[src/rtl/td4_pkg.sv]
// Shared TD4 datapath constants: operand select codes and default data width.
package td4_pkg;

   localparam int unsigned TD4_WIDTH = 4;

   localparam logic [1:0] SEL_REG_A   = 2'b00;
   localparam logic [1:0] SEL_REG_B   = 2'b01;
   localparam logic [1:0] SEL_IN_PORT = 2'b10;
   localparam logic [1:0] SEL_ZERO    = 2'b11;

endpackage : td4_pkg

[src/rtl/data_selector_sw_sync.sv]
// Multi-bit flop-chain synchronizer for the asynchronous switch input port.
module sw_sync
   import td4_pkg::*;
#(
   parameter int unsigned WIDTH       = TD4_WIDTH,
   parameter int unsigned SYNC_STAGES = 2
) (
   input  logic             clk_i,
   input  logic             rst_i,
   input  logic [WIDTH-1:0] d_i,
   output logic [WIDTH-1:0] q_o
);

   logic [SYNC_STAGES-1:0][WIDTH-1:0] sync_q;
   logic [SYNC_STAGES-1:0][WIDTH-1:0] sync_d;

   // Shift the raw input into stage 0; each later stage takes its predecessor.
   always_comb begin
      sync_d    = sync_q;
      sync_d[0] = d_i;
      for (int unsigned i = 1; i < SYNC_STAGES; i++) begin
         sync_d[i] = sync_q[i-1];
      end
   end

   // Chain register; reset clears every stage so the port reads zero until refilled.
   always_ff @(posedge clk_i) begin
      if (rst_i) begin
         sync_q <= '0;
      end else begin
         sync_q <= sync_d;
      end
   end

   assign q_o = sync_q[SYNC_STAGES-1];

endmodule : sw_sync

[src/rtl/data_selector.sv]
// TD4 ALU operand source mux: picks A, B, synchronized switch port or zero, registered.
module data_selector
   import td4_pkg::*;
#(
   parameter int unsigned WIDTH       = TD4_WIDTH,
   parameter int unsigned SYNC_STAGES = 2
) (
   input  logic             I_CLK,
   input  logic             I_RST,
   input  logic [WIDTH-1:0] IN_A,
   input  logic [WIDTH-1:0] IN_B,
   input  logic [WIDTH-1:0] IN_SW,
   input  logic             SEL_A,
   input  logic             SEL_B,
   output logic [WIDTH-1:0] OUT_Y
);

   logic [WIDTH-1:0] sw_s;
   logic [1:0]       sel_c;
   logic [WIDTH-1:0] out_y_d;
   logic [WIDTH-1:0] out_y_q;

   sw_sync #(
      .WIDTH       (WIDTH),
      .SYNC_STAGES (SYNC_STAGES)
   ) u_sw_sync (
      .clk_i (I_CLK),
      .rst_i (I_RST),
      .d_i   (IN_SW),
      .q_o   (sw_s)
   );

   assign sel_c = {SEL_B, SEL_A};

   // 4:1 operand mux; any code outside A/B/port (including X) falls to zero.
   always_comb begin
      out_y_d = '0;
      case (sel_c)
         SEL_REG_A:   out_y_d = IN_A;
         SEL_REG_B:   out_y_d = IN_B;
         SEL_IN_PORT: out_y_d = sw_s;
         default:     out_y_d = '0;
      endcase
   end

   // Output register loads every cycle; no hold path.
   always_ff @(posedge I_CLK) begin
      if (I_RST) begin
         out_y_q <= '0;
      end else begin
         out_y_q <= out_y_d;
      end
   end

   assign OUT_Y = out_y_q;

endmodule : data_selector

[config.mk]
export PLATFORM = sky130hd
export DESIGN_NAME = data_selector
export DESIGN_NICKNAME = d
export VERILOG_FILES = /design/src/rtl/td4_pkg.sv /design/src/rtl/data_selector_sw_sync.sv /design/src/rtl/data_selector.sv
export SDC_FILE = /design/constraint.sdc
export NUM_CORES = 1
export LEC_CHECK = 0
export CORE_ASPECT_RATIO = 0.8
export CORE_MARGIN = 4
export CORE_UTILIZATION = 28
export CTS_BUF_LIST = sky130_fd_sc_hd__clkbuf_8
export DETAILED_ROUTE_END_ITERATION = 6
export MAX_ROUTING_LAYER = met4
export PLACE_DENSITY = 0.67
export SLEW_MARGIN = 20
export SYNTH_ARGS = -nofsm -noshare
export SYNTH_HDL_FRONTEND = slang
export SYNTH_HIERARCHICAL = 1
export SYNTH_SLANG_ARGS = --single-unit
[constraint.sdc]
create_clock -name I_CLK -period 0.8 [get_ports I_CLK]
set_input_delay 0.16 -clock I_CLK [delete_from_list [all_inputs] [get_ports I_CLK]]
set_output_delay 0.16 -clock I_CLK [all_outputs]
set_load 0.02 [all_outputs]
### Yosys cells after proc, flatten, opt, wreduce, memory -nomap -nowiden

Index checks and enable logic that the tools add are counted.

| word-level totals | value |
|---|---|
| logic and storage cells | 7 |
| input bits | 16 |
| register bits after elaboration | 12 |
| output and inout port bits | 4 |

| cells by class | value |
|---|---|
| equality and inequality tests | 2 |
| reductions and logical operators | 1 |
| muxes and demuxes | 1 |

Operators by type and width:

| cell | count |
|---|---|
| 4-bit one-hot mux with 3 select lines | 1 |
| 2-bit by 1-bit equality test with 1-bit output (second input constant) | 1 |
| 2-bit equality test (second input constant) | 1 |
| 2-bit logical NOT | 1 |

### Longest topological paths before layout

Gate-level depths: netlist (run 1).

| logic depth | value |
|---|---|
| depth after elaboration | 2 |
| gate-level depth with buffers | 4 |
| gate-level depth less buffers | 3 |

### Modules after synthesis

The synthesis (run 1) kept the hierarchy.

Modules (own cells, without submodules):

| module | seq. area each (µm²) | times used | area an instance (µm²) | cells each |
|---|---|---|---|---|
| data_selector | 80.1 | 1 | 244.0 | 22 |
| sw_sync | 160.2 | 1 | 210.2 | 16 |

### Worst setup path after synthesis (run 1)

No wires, ideal clock.

| timing | value |
|---|---|
| path type | in2reg |
| start point | input port SEL_B |
| end point | register out_y_q[2], in the netlist OUT_Y[2] |
| setup time | 0.124 ns |
| path slack | 0.112 ns |
| stages on the path | 4 |
| data required time | 0.676 ns |
| buffers on the path | 1 |
| arrival time | 0.564 ns |
| cells stage by stage | buf_6 > nor2b_2 > a211oi_2 > a211oi_2 |

| between the ends | value |
|---|---|
| longest elaborated chain between the ends | 2 |
| elaborated cells on any way between the ends | 4 |
| those cells by class | 2 x eq/ne; 1 x mux; 1 x reduce/logical |

Ends and longest elaborated chain:

| what | line | text |
|---|---|---|
| from (decl) | data_selector.sv:14 | `input logic SEL_B,` |
| 2-bit equality test, or another cell as far along | data_selector.sv:38 | `case (sel_c)` |
| 4-bit one-hot mux with 3 select lines (*) | data_selector.sv:38 |  |
| to (signal assigned) | data_selector.sv:51 | `out_y_q <= out_y_d;` |
| to (decl) | data_selector.sv:21 | `logic [WIDTH-1:0] out_y_q;` |

Every way passes the cells marked *; elsewhere a longest branch is shown, timed or not.
A chain may end at the register's enable or synchronous reset.

### Worst setup path after layout (run 1)

| timing | value |
|---|---|
| start point | register out_y_q[0], in the netlist OUT_Y[0] |
| end point | output port OUT_Y[0] |

RTL lines:

| what | line | text |
|---|---|---|
| to (decl) | data_selector.sv:15 | `output logic [WIDTH-1:0] OUT_Y` |

No word-level cell between the ends.

==> results of run 1 <==
==> per-layer routing <==
metal | part of all wire [%] | vias to the layer above | routed length [um] | GRT usage, %
li1 | - | 180 | - | -
met1 | 34 | 155 | 281 | 7.959
met2 | 50 | 16 | 423 | 12.62
met3 | 14 | 2 | 121 | 7.407
met4 | 1.4 | 0 | 12 | 3.061
met5 | 0 | - | 0 | -
==> sequential cells by signal (all words and copies together), names as in the netlist <==
signal and count:
u_sw_sync/sync_d 4, OUT_Y 4, u_sw_sync/q_o 4
==> per-stage QoR <==
stage	TNS (ps)	utilization, %	setup slack [ps]	area [um2]
after floorplan	0	-	111.7	454.2
after global placement	-3822	46.99	-462.9	684.4
after detailed placement	-3984	46.99	-494.2	684.4
after CTS	-145.4	52.92	-36.86	770.7
after global routing	-226.0	54.64	-57.62	795.8
final	-105.6	54.64	-27.94	795.8
==> cell families (layout without fill, tap and decap cells) <==
kind of cell           Yosys count  in the layout  share of synthesized area [%]
AOI/OAI and AO/OA                8              8                          15.43
and+or+nand+nor                 16             16                          28.10
buffers and inverters            2             28                          3.580
DFF                             12             12                          52.89
==> worst paths after layout <==
check                                 start                           to  depth (start not counted)
max                     OUT_Y[0]$_SDFF_PP0_                     OUT_Y[0]                          1
max reg2reg     u_sw_sync/q_o[1]$_SDFF_PP0_          OUT_Y[1]$_SDFF_PP0_                          2
min reg2reg  u_sw_sync/sync_d[7]$_SDFF_PP0_  u_sw_sync/q_o[3]$_SDFF_PP0_                          1
min                                 IN_A[2]          OUT_Y[2]$_SDFF_PP0_                          4
==> final cells by class <==
cell class                      instances  area [um2]
Clock buffer                            4       55.05
Fill cell                             139       660.6
Multi-Input combinational cell         24       235.2
Sequential cell                        12       245.2
Tap cell                               21       26.28
Timing Repair Buffer                   24       234.0
==> repair_timing <==
item / 4_1_cts / 5_1_grt
resized for setup: 37 / 6
cloned: 1 / 0
endpoints found under the hold margin: 0 / 0
pin swaps: 8 / 1
setup endpoints to repair: 8 / 7
==> where the power goes <==
| part | switching (mW) | total (mW) | internal [mW] |
|---|---|---|---|
| logic | 0.0869 | 0.236 | 0.149 |
| registers | 0.0105 | 0.644 | 0.633 |
| clock network | 0.212 | 0.646 | 0.434 |
| total | 0.309 | 1.53 | 1.22 |
==> cells in the final DEF (no fill, tap or decap) <==
cell	Yosys	layout
clkdlybuf4s50_1	0	10
nor2b_1	10	9
dfxtp_1	12	8
a211oi_2	2	7
buf_6	1	5
dfxtp_2	0	4
clkbuf_8	0	4
buf_4	0	4
dlygate4sd2_1	0	4
nand2b_4	3	3
nor2b_4	0	2
nand2b_1	1	1
nor2b_2	2	1
a211oi_1	6	1
dlymetal6s2s_1	0	1
==> flow_summary.toml, run 1 <==
[synth]
synth_seq_cells = 12
syn_avg_cell_area_um2 = 11.95
synth_cell_type_count = 9
synth_top_area_share_pct = 52.89
synth.area.top_cells = "dfxtp_1 53%, nor2b_1 14%, a211oi_1 9.9%, nand2b_4 9.1%, a211oi_2 5.5%"
ys_seq_area_share_pct = 52.89
synth_ff_type = "dfxtp_1"
synth_most_common_cell = "dfxtp_1"
synth_cells = 38
async_reset_ff_share_pct = 0
synth_commonest_cells = "12 x dfxtp_1, 10 x nor2b_1, 6 x a211oi_1"
synth_area_um2 = 454.2
synth_edf_count = 0
yosysWarnings = 6
syn-num-nets = 54
synth_top_area_cell = "dfxtp_1"

[timing]
final-setup-viol-count = 4
finalHoldViolations = 0
skew_ps = 0.3222
fmax_ghz = 1.208
whs_ps = 401.1
finalMaxSlewViolations = 0
fin_crit_sh_pct = 103.5
fin_ws_ps = -27.94
rsz0062_at_grt = "yes"
worst_slew_pin_slew_ps = 386.2
slew_headroom_pct = 74.25
min_period_ps = 827.9

[job]
cap_violations = 0

[clocking]
htree_levels = 1
cts.path.max_buffers = 2
clkTransAtPathRegs_ps = 50
cts-hold-fix-buffers = 0
cts_made_buffers = 3
postCtsSetupRepairBufs = 0
cts_sinks = 12
clk_latency_ps = 240
cts_tree = "done"
cts_root_buf = "clkbuf_8"

[floorplan]
die_w_um = 53.03
core_area_mm2 = 0.001456
boundaryPins = 20
start_util_pct = 31.19
num_rows = 12
die_h_um = 44.03
die_area_mm2 = 0.002335

[pwr]
irDropWorstVdd_uv = 1223
powerDensity_mw_per_mm2 = 1917
finalPower_mw = 1.526
p_leak_nw = 0.3314

[setup_path]
critPathKind = "reg -> out"
cp_slowest_cell = "dfxtp_2"
worstPathRequired_ps = 640
max_stage_delay_ps = 310
cp_max_fo = 1
worst_ep_arrival_time_ps = 670
path_cells = "buf_6"
startpoint_type = "register"
r2r_slack_ps = 50
worstSetupEndpointType = "output port"
crit_buf_inv = 1
crit_family = "flip-flops"

[drt]
ant_nets = 0
firstDrtPassIters = 1
drt_iter0_markers = 0
vias = 353
routedWlPerCell_um = 9.859
vias_per_cell = 4.153
drc = 0
routed_wl_um = 838

[placement]
port_buffers = 19
hpwl_um = 580.4
gp_congestion = 0.7695
dp.cells = 80

[layout]
antenna_cells = 0
drive_gt1_share_pct = 46.88
finalNetCount = 81
area_delta_synth_final_pct = 75.21
fin_cells = 85

[global_route]
grt_max_degree = 9
grt_usage_pct = 8.508
grt_pass1_wl_mm = 1.304
antenna_found_initial = 0
overflow = 0
grt_pass1_vias = 330

[run_status]
status = "complete, but fails checks"
violations = "setup timing"

[min_path]
hold_class = "in -> reg"
Power figures use the tool's default switching activity.
==> inputs of run 2 (changes only) <==
--- a/config.mk
+++ b/config.mk
@@ -5,13 +5,14 @@
 export SDC_FILE = /design/constraint.sdc
 export NUM_CORES = 1
 export LEC_CHECK = 0
+export CAP_MARGIN = 10
 export CORE_ASPECT_RATIO = 0.8
 export CORE_MARGIN = 4
 export CORE_UTILIZATION = 28
 export CTS_BUF_LIST = sky130_fd_sc_hd__clkbuf_8
 export DETAILED_ROUTE_END_ITERATION = 6
 export MAX_ROUTING_LAYER = met4
-export PLACE_DENSITY = 0.67
+export PLACE_DENSITY = 0.65
 export SLEW_MARGIN = 20
 export SYNTH_ARGS = -nofsm -noshare
 export SYNTH_HDL_FRONTEND = slang
==> constraint.sdc (replaced) <==
create_clock -name I_CLK -period 0.9 [get_ports I_CLK]
set_input_delay 0.18 -clock I_CLK [delete_from_list [all_inputs] [get_ports I_CLK]]
set_output_delay 0.18 -clock I_CLK [all_outputs]
set_load 0.02 [all_outputs]
==> run 2 against run 1 <==
  * The flow now finishes without violations
  * Clock power is 11% lower
  * First-iteration DRC count increased by 1
  * Setup slack gained 56 ps
  * Largest cell class unchanged
  * Sequential share of layout area rose by 0.87 points
  * Critical endpoint is now OUT_Y[3]$_SDFF_PP0_
  * Combinational power fell by 16%
  * Register-to-register slack gained 120 ps
  * Non-clock buffer count stayed put
==> flow_summary.toml, run 2 (same netlist as run 1, synthesis figures left out) <==
[run_status]
status = "finished clean"

[setup_path]
worst_ep_arrival_time_ps = 1030
crit_start = "IN_A[3]"
critPathKind = "in -> reg"
cp_max_fo = 1
worstSetupEndpointType = "register"
worstPathRequired_ps = 1060
r2r_start = "u_sw_sync/q_o[0]$_SDFF_PP0_"
startpoint_type = "input port"

[floorplan]
num_rows = 12
die_area_mm2 = 0.002335
boundaryPins = 20
core_area_mm2 = 0.001456
start_util_pct = 31.19
die_w_um = 53.03
die_h_um = 44.03

[global_route]
grt_max_degree = 9
grt_pass1_wl_mm = 1.338
overflow = 0
grt_usage_pct = 8.790
antenna_found_initial = 0
grt_pass1_vias = 318

[layout]
drive_gt1_share_pct = 39.06
area_delta_synth_final_pct = 66.94
final_util_pct = 52.06
antenna_cells = 0
finalNetCount = 81
design_area_um2 = 758.2
final_cell_mix = "13 x clkdlybuf4s50_1, 12 x dfxtp_1, 9 x nor2b_1, 6 x a211oi_2, 5 x buf_4"
final_common_cell = "clkdlybuf4s50_1"

[clocking]
htree_levels = 1
cts.path.max_buffers = 2
cts_made_buffers = 3
cts_sinks = 12
cts_tree = "done"
clk_latency_ps = 240
clkTransAtPathRegs_ps = 50
cts_root_buf = "clkbuf_8"

[timing]
finalHoldViolations = 0
final-setup-viol-count = 0
fmax_ghz = 1.146
min_period_ps = 872.3
skew_ps = 2.431
finalMaxSlewViolations = 0
fin_crit_sh_pct = 96.92
tns_ps = 0
worst_slew_pin_slew_ps = 379.7
slew_headroom_pct = 74.69

[pwr]
p_leak_nw = 0.3087
powerDensity_mw_per_mm2 = 1769
irDropWorstVdd_uv = 847.9

[drt]
firstDrtPassIters = 2
ant_nets = 0
drc = 0
routedWlPerCell_um = 10.42
vias = 347
vias_per_cell = 4.082
routed_wl_um = 886
drt_iter0_markers = 1

[job]
cap_violations = 0

[placement]
port_buffers = 19
gp_congestion = 0.7831
dpl-instance-area_um2 = 676.9

[min_path]
hold_class = "reg -> reg"
min_from = "u_sw_sync/sync_d[4]$_SDFF_PP0_"
[run 2: cell types whose count changed in the layout (fill, tap and decap cells not counted), moves of 2 or more]
| cell | delta |
|---|---|
| clkdlybuf4s50_1 | +3 |
| buf_6 | -4 |
| dlygate4sd2_1 | -2 |
| buf_2 | +3 |
| dfxtp_2 | -4 |
| dfxtp_1 | +4 |
[run 2: path summary, 6_finish.rpt]
check	cells past startpoint	slack, ps	endpoint
hold reg to reg	1	440	u_sw_sync/q_o[0]$_SDFF_PP0_
hold / removal	1	440	u_sw_sync/q_o[0]$_SDFF_PP0_
setup / recovery	4	30	OUT_Y[3]$_SDFF_PP0_
setup reg to reg	2	170	OUT_Y[0]$_SDFF_PP0_
[run 2: layout make-up]
cell class                      instances  area, um2
Clock buffer                            4      55.05
Fill cell                             132      698.2
Sequential cell                        12      240.2
Tap cell                               21      26.28
Timing Repair Buffer                   24      211.5
Multi-Input combinational cell         24      225.2
[run 2: layer usage]
metal  global-route usage [%]  up-vias  routed length (um)
li1                         -      182                   -
met1                    6.721      144                 322
met2                    14.11       19                 435
met3                    7.744        2                 110
met4                    4.592        0                  17
met5                        -        -                   0
[run 2: through the flow]
stage,instances,setup slack (ps),total power [mW],hold slack [ps]
2_1_floorplan,38,191.7,0.6572,244.6
3_3_place_gp,79,-381.7,0.7623,417.4
3_5_place_dp,79,-456.3,0.7653,420.4
4_1_cts,85,7.023,1.351,432.7
5_1_grt,85,-0.9166,1.409,448.9
6_report,85,27.72,1.341,435.6
[run 2: critical path: stages]
cell	delay (ps)
clkdlybuf4s50_1	440
nor2b_1	150
a211oi_2	60
a211oi_1	200
[run 2: timing repair]
item | 4_1_cts | 5_1_grt
pin swaps | 0 | 5
hold buffers | 0 | 0
setup endpoints to repair | 8 | 5
setup buffers | 1 | 0
hold endpoints to repair | 0 | 0
gates cloned | 1 | 0
gates resized for setup | 22 | 5
[run 2: power by group]
group          leakage, nW  internal, mW  switching (mW)
Clock               0.0288         0.386           0.190
Combinational        0.181         0.122          0.0756
Sequential          0.0994         0.561         0.00691
==> RTL edit (config.mk and constraints of run 2) <==
`SYNC_STAGES` is set to 2 in 2 places; all go to 4.
--- a/src/rtl/data_selector_sw_sync.sv
+++ b/src/rtl/data_selector_sw_sync.sv
@@ -5,3 +5,3 @@
    parameter int unsigned WIDTH       = TD4_WIDTH,
-   parameter int unsigned SYNC_STAGES = 2
+   parameter int unsigned SYNC_STAGES = 4
 ) (
--- a/src/rtl/data_selector.sv
+++ b/src/rtl/data_selector.sv
@@ -5,3 +5,3 @@
    parameter int unsigned WIDTH       = TD4_WIDTH,
-   parameter int unsigned SYNC_STAGES = 2
+   parameter int unsigned SYNC_STAGES = 4
 ) (
Function: changed (a bounded check fails within 4 cycles, from zero or initial values and one cycle with I_RST high).
==> RTL edit against run 2 <==
Die area grew 46%. Global-route usage down 1.2 points. Combinational power rose by 14%. Synthesized area increased by 56%. Routed wire length is 23% higher. Setup slack hardly changed. Sequential cell count grew 8. Via count increased by 29%. Critical path depth is 3 lower. Largest power group is now registers. Power grew 35%. Cell area rose by 38%. Count of clock-buffer cells in the layout unchanged.
==> RTL edit: results (changes against run 2) <==
HP Class in -> reg; first-pass GRT wire length 1810 um (+35%); distinct cell type count after synthesis 10 (+1); cells after synthesis 55 (+45%); via/cell ratio 3.83 (-6.2%); Leak 0.441 nW (+43%); async set-reset flop share out of synthesis 0% (unchanged); Post-synth top cells dfxtp_1, nor2b_2, a211oi_1, and2b_2, nor2b_1; CP max stage delay 0.33 ns (-0.11 ns); clk_skew 0.000951 ns (-0.00148 ns); Post CTS Setup Buffer Count 0 (-1); Num CTS Buffers 3 (unchanged); WP data arrival 0.69 ns (-0.34 ns); Reg2Reg Depth 2 (unchanged); Critical Setup Path Class reg -> out; Clock Pin Slew Worst Setup and Hold Paths 0.07 ns (+0.02 ns); min-delay src SEL_A; IO Port Bufs 19 (unchanged); Tot GR Track Use 7.60% (-1.2 points); CTS Buffer Depth 2 (unchanged); Hold EP OUT_Y[0]; HPWL after DPL roughly 800 um; WHS Path Cells 3 (+2); kind of cell adding the most delay to the critical path flip-flops; synth warn 6 (unchanged); CTS H-tree lvls 1 (unchanged); # fillers 234 (+77%); r2r startpoint u_sw_sync/q_o[0]; crit path launch type flip-flop; Placed Instances 112 (+42%); Routability Congestion 0.676 (-14%); layout cells sized above 1 46.9% (+7.9 points); register area share after synthesis 56.5% (+3.6 points); Worst R2R Setup Slack 0.19 ns (+0.02 ns); WL final 1090 um (+23%); DR iter-0 viols 3 (+2); Worst Tran Pin Value 0.335 ns (-0.0449 ns); Post-Syn Nets 71 (+31%); # diodes 0 (unchanged); router iterations before antenna repair 2 (unchanged); peak supply drop 889 uV (+4.9%); Nets 98 (+21%); Hold Slack 0.274 ns (-0.162 ns); max FFs per register 12; initial antenna violation count 0 (unchanged); largest net degree at the start of global routing 12 (+3); Post-Place Worst Slack -0.403 ns (+0.0529 ns); Via Count 448 (+29%); Clock Latency Late Sink ~0.25 ns; clk root buf clkbuf_8; crit path max fanout 1 (unchanged); Synth area leaders dfxtp_1, nor2b_2, and2b_2, a211oi_1, nand2b_4; FF-to-FF End OUT_Y[0]; status finished, final reports clean; slowest CP cell dfxtp_1
RTL edit: changes by cell type in the layout (fill, tap and decap cells not counted), moves of 5 or more:
cell     change
and2b_2      +6
buf_6        +5
dfxtp_1      +7
nor2b_1      -5
nor2b_2      +7
RTL edit: cell families after synthesis:
| logic type | count (synthesis) | synth area share (%) |
|---|---|---|
| AND/OR/NAND/NOR | 24 | 29.7 |
| flip-flops | 20 | 56.5 |
| AO/OA/AOI/OAI | 8 | 9.89 |
| buffers and inverters | 3 | 3.89 |
RTL edit: layout make-up:
class	instances	share of cell area, %
timing repair buffer	25	23.7
multi-input combinational	32	28.4
clock buffer	4	5.26
tap	36	4.30
sequential	20	38.4
RTL edit: worst max-delay path by stage:
stage | start | end | slack (ns) | depth (start not counted)
after global placement | I_RST | u_sw_sync/sync_d[10] | -0.37 | 3
after detailed placement | SEL_B | OUT_Y[3] | -0.40 | 5
after CTS | OUT_Y[0] | OUT_Y[0] | 0.0001 | 1
after floorplan | SEL_B | OUT_Y[2] | 0.19 | 4
final | OUT_Y[1] | OUT_Y[1] | 0.03 | 1
after global routing | OUT_Y[1] | OUT_Y[1] | 0.0003 | 1
RTL edit: metal layers:
layer	up-vias	wire (um)	global-route usage, %
met5	-	0	-
met4	0	0	2.11
met3	0	95	5.52
met2	16	533	13.0
met1	203	461	6.80
li1	229	-	-
RTL edit: what timing repair did:
action / CTS / global route
gates resized for setup: 24 / 11
gates cloned: 1 / 0
pin swaps: 2 / 3
endpoints found under the setup margin: 22 / 8
RTL edit: power breakdown:
| group | leakage (nW) | switching [mW] | internal, mW |
|---|---|---|---|
| Sequential | 0.165 | 0.00948 | 0.921 |
| Combinational | 0.248 | 0.0821 | 0.142 |
| Clock | 0.0288 | 0.270 | 0.389 |
RTL edit: stage by stage:
stage | TNS (ns) | cell area, um2
3_5_place_dp | -7.59 | 953
4_1_cts | 0 | 1010
3_3_place_gp | -7.01 | 953
5_1_grt | 0 | 1050
2_1_floorplan | 0 | 708
6_report | 0 | 1050
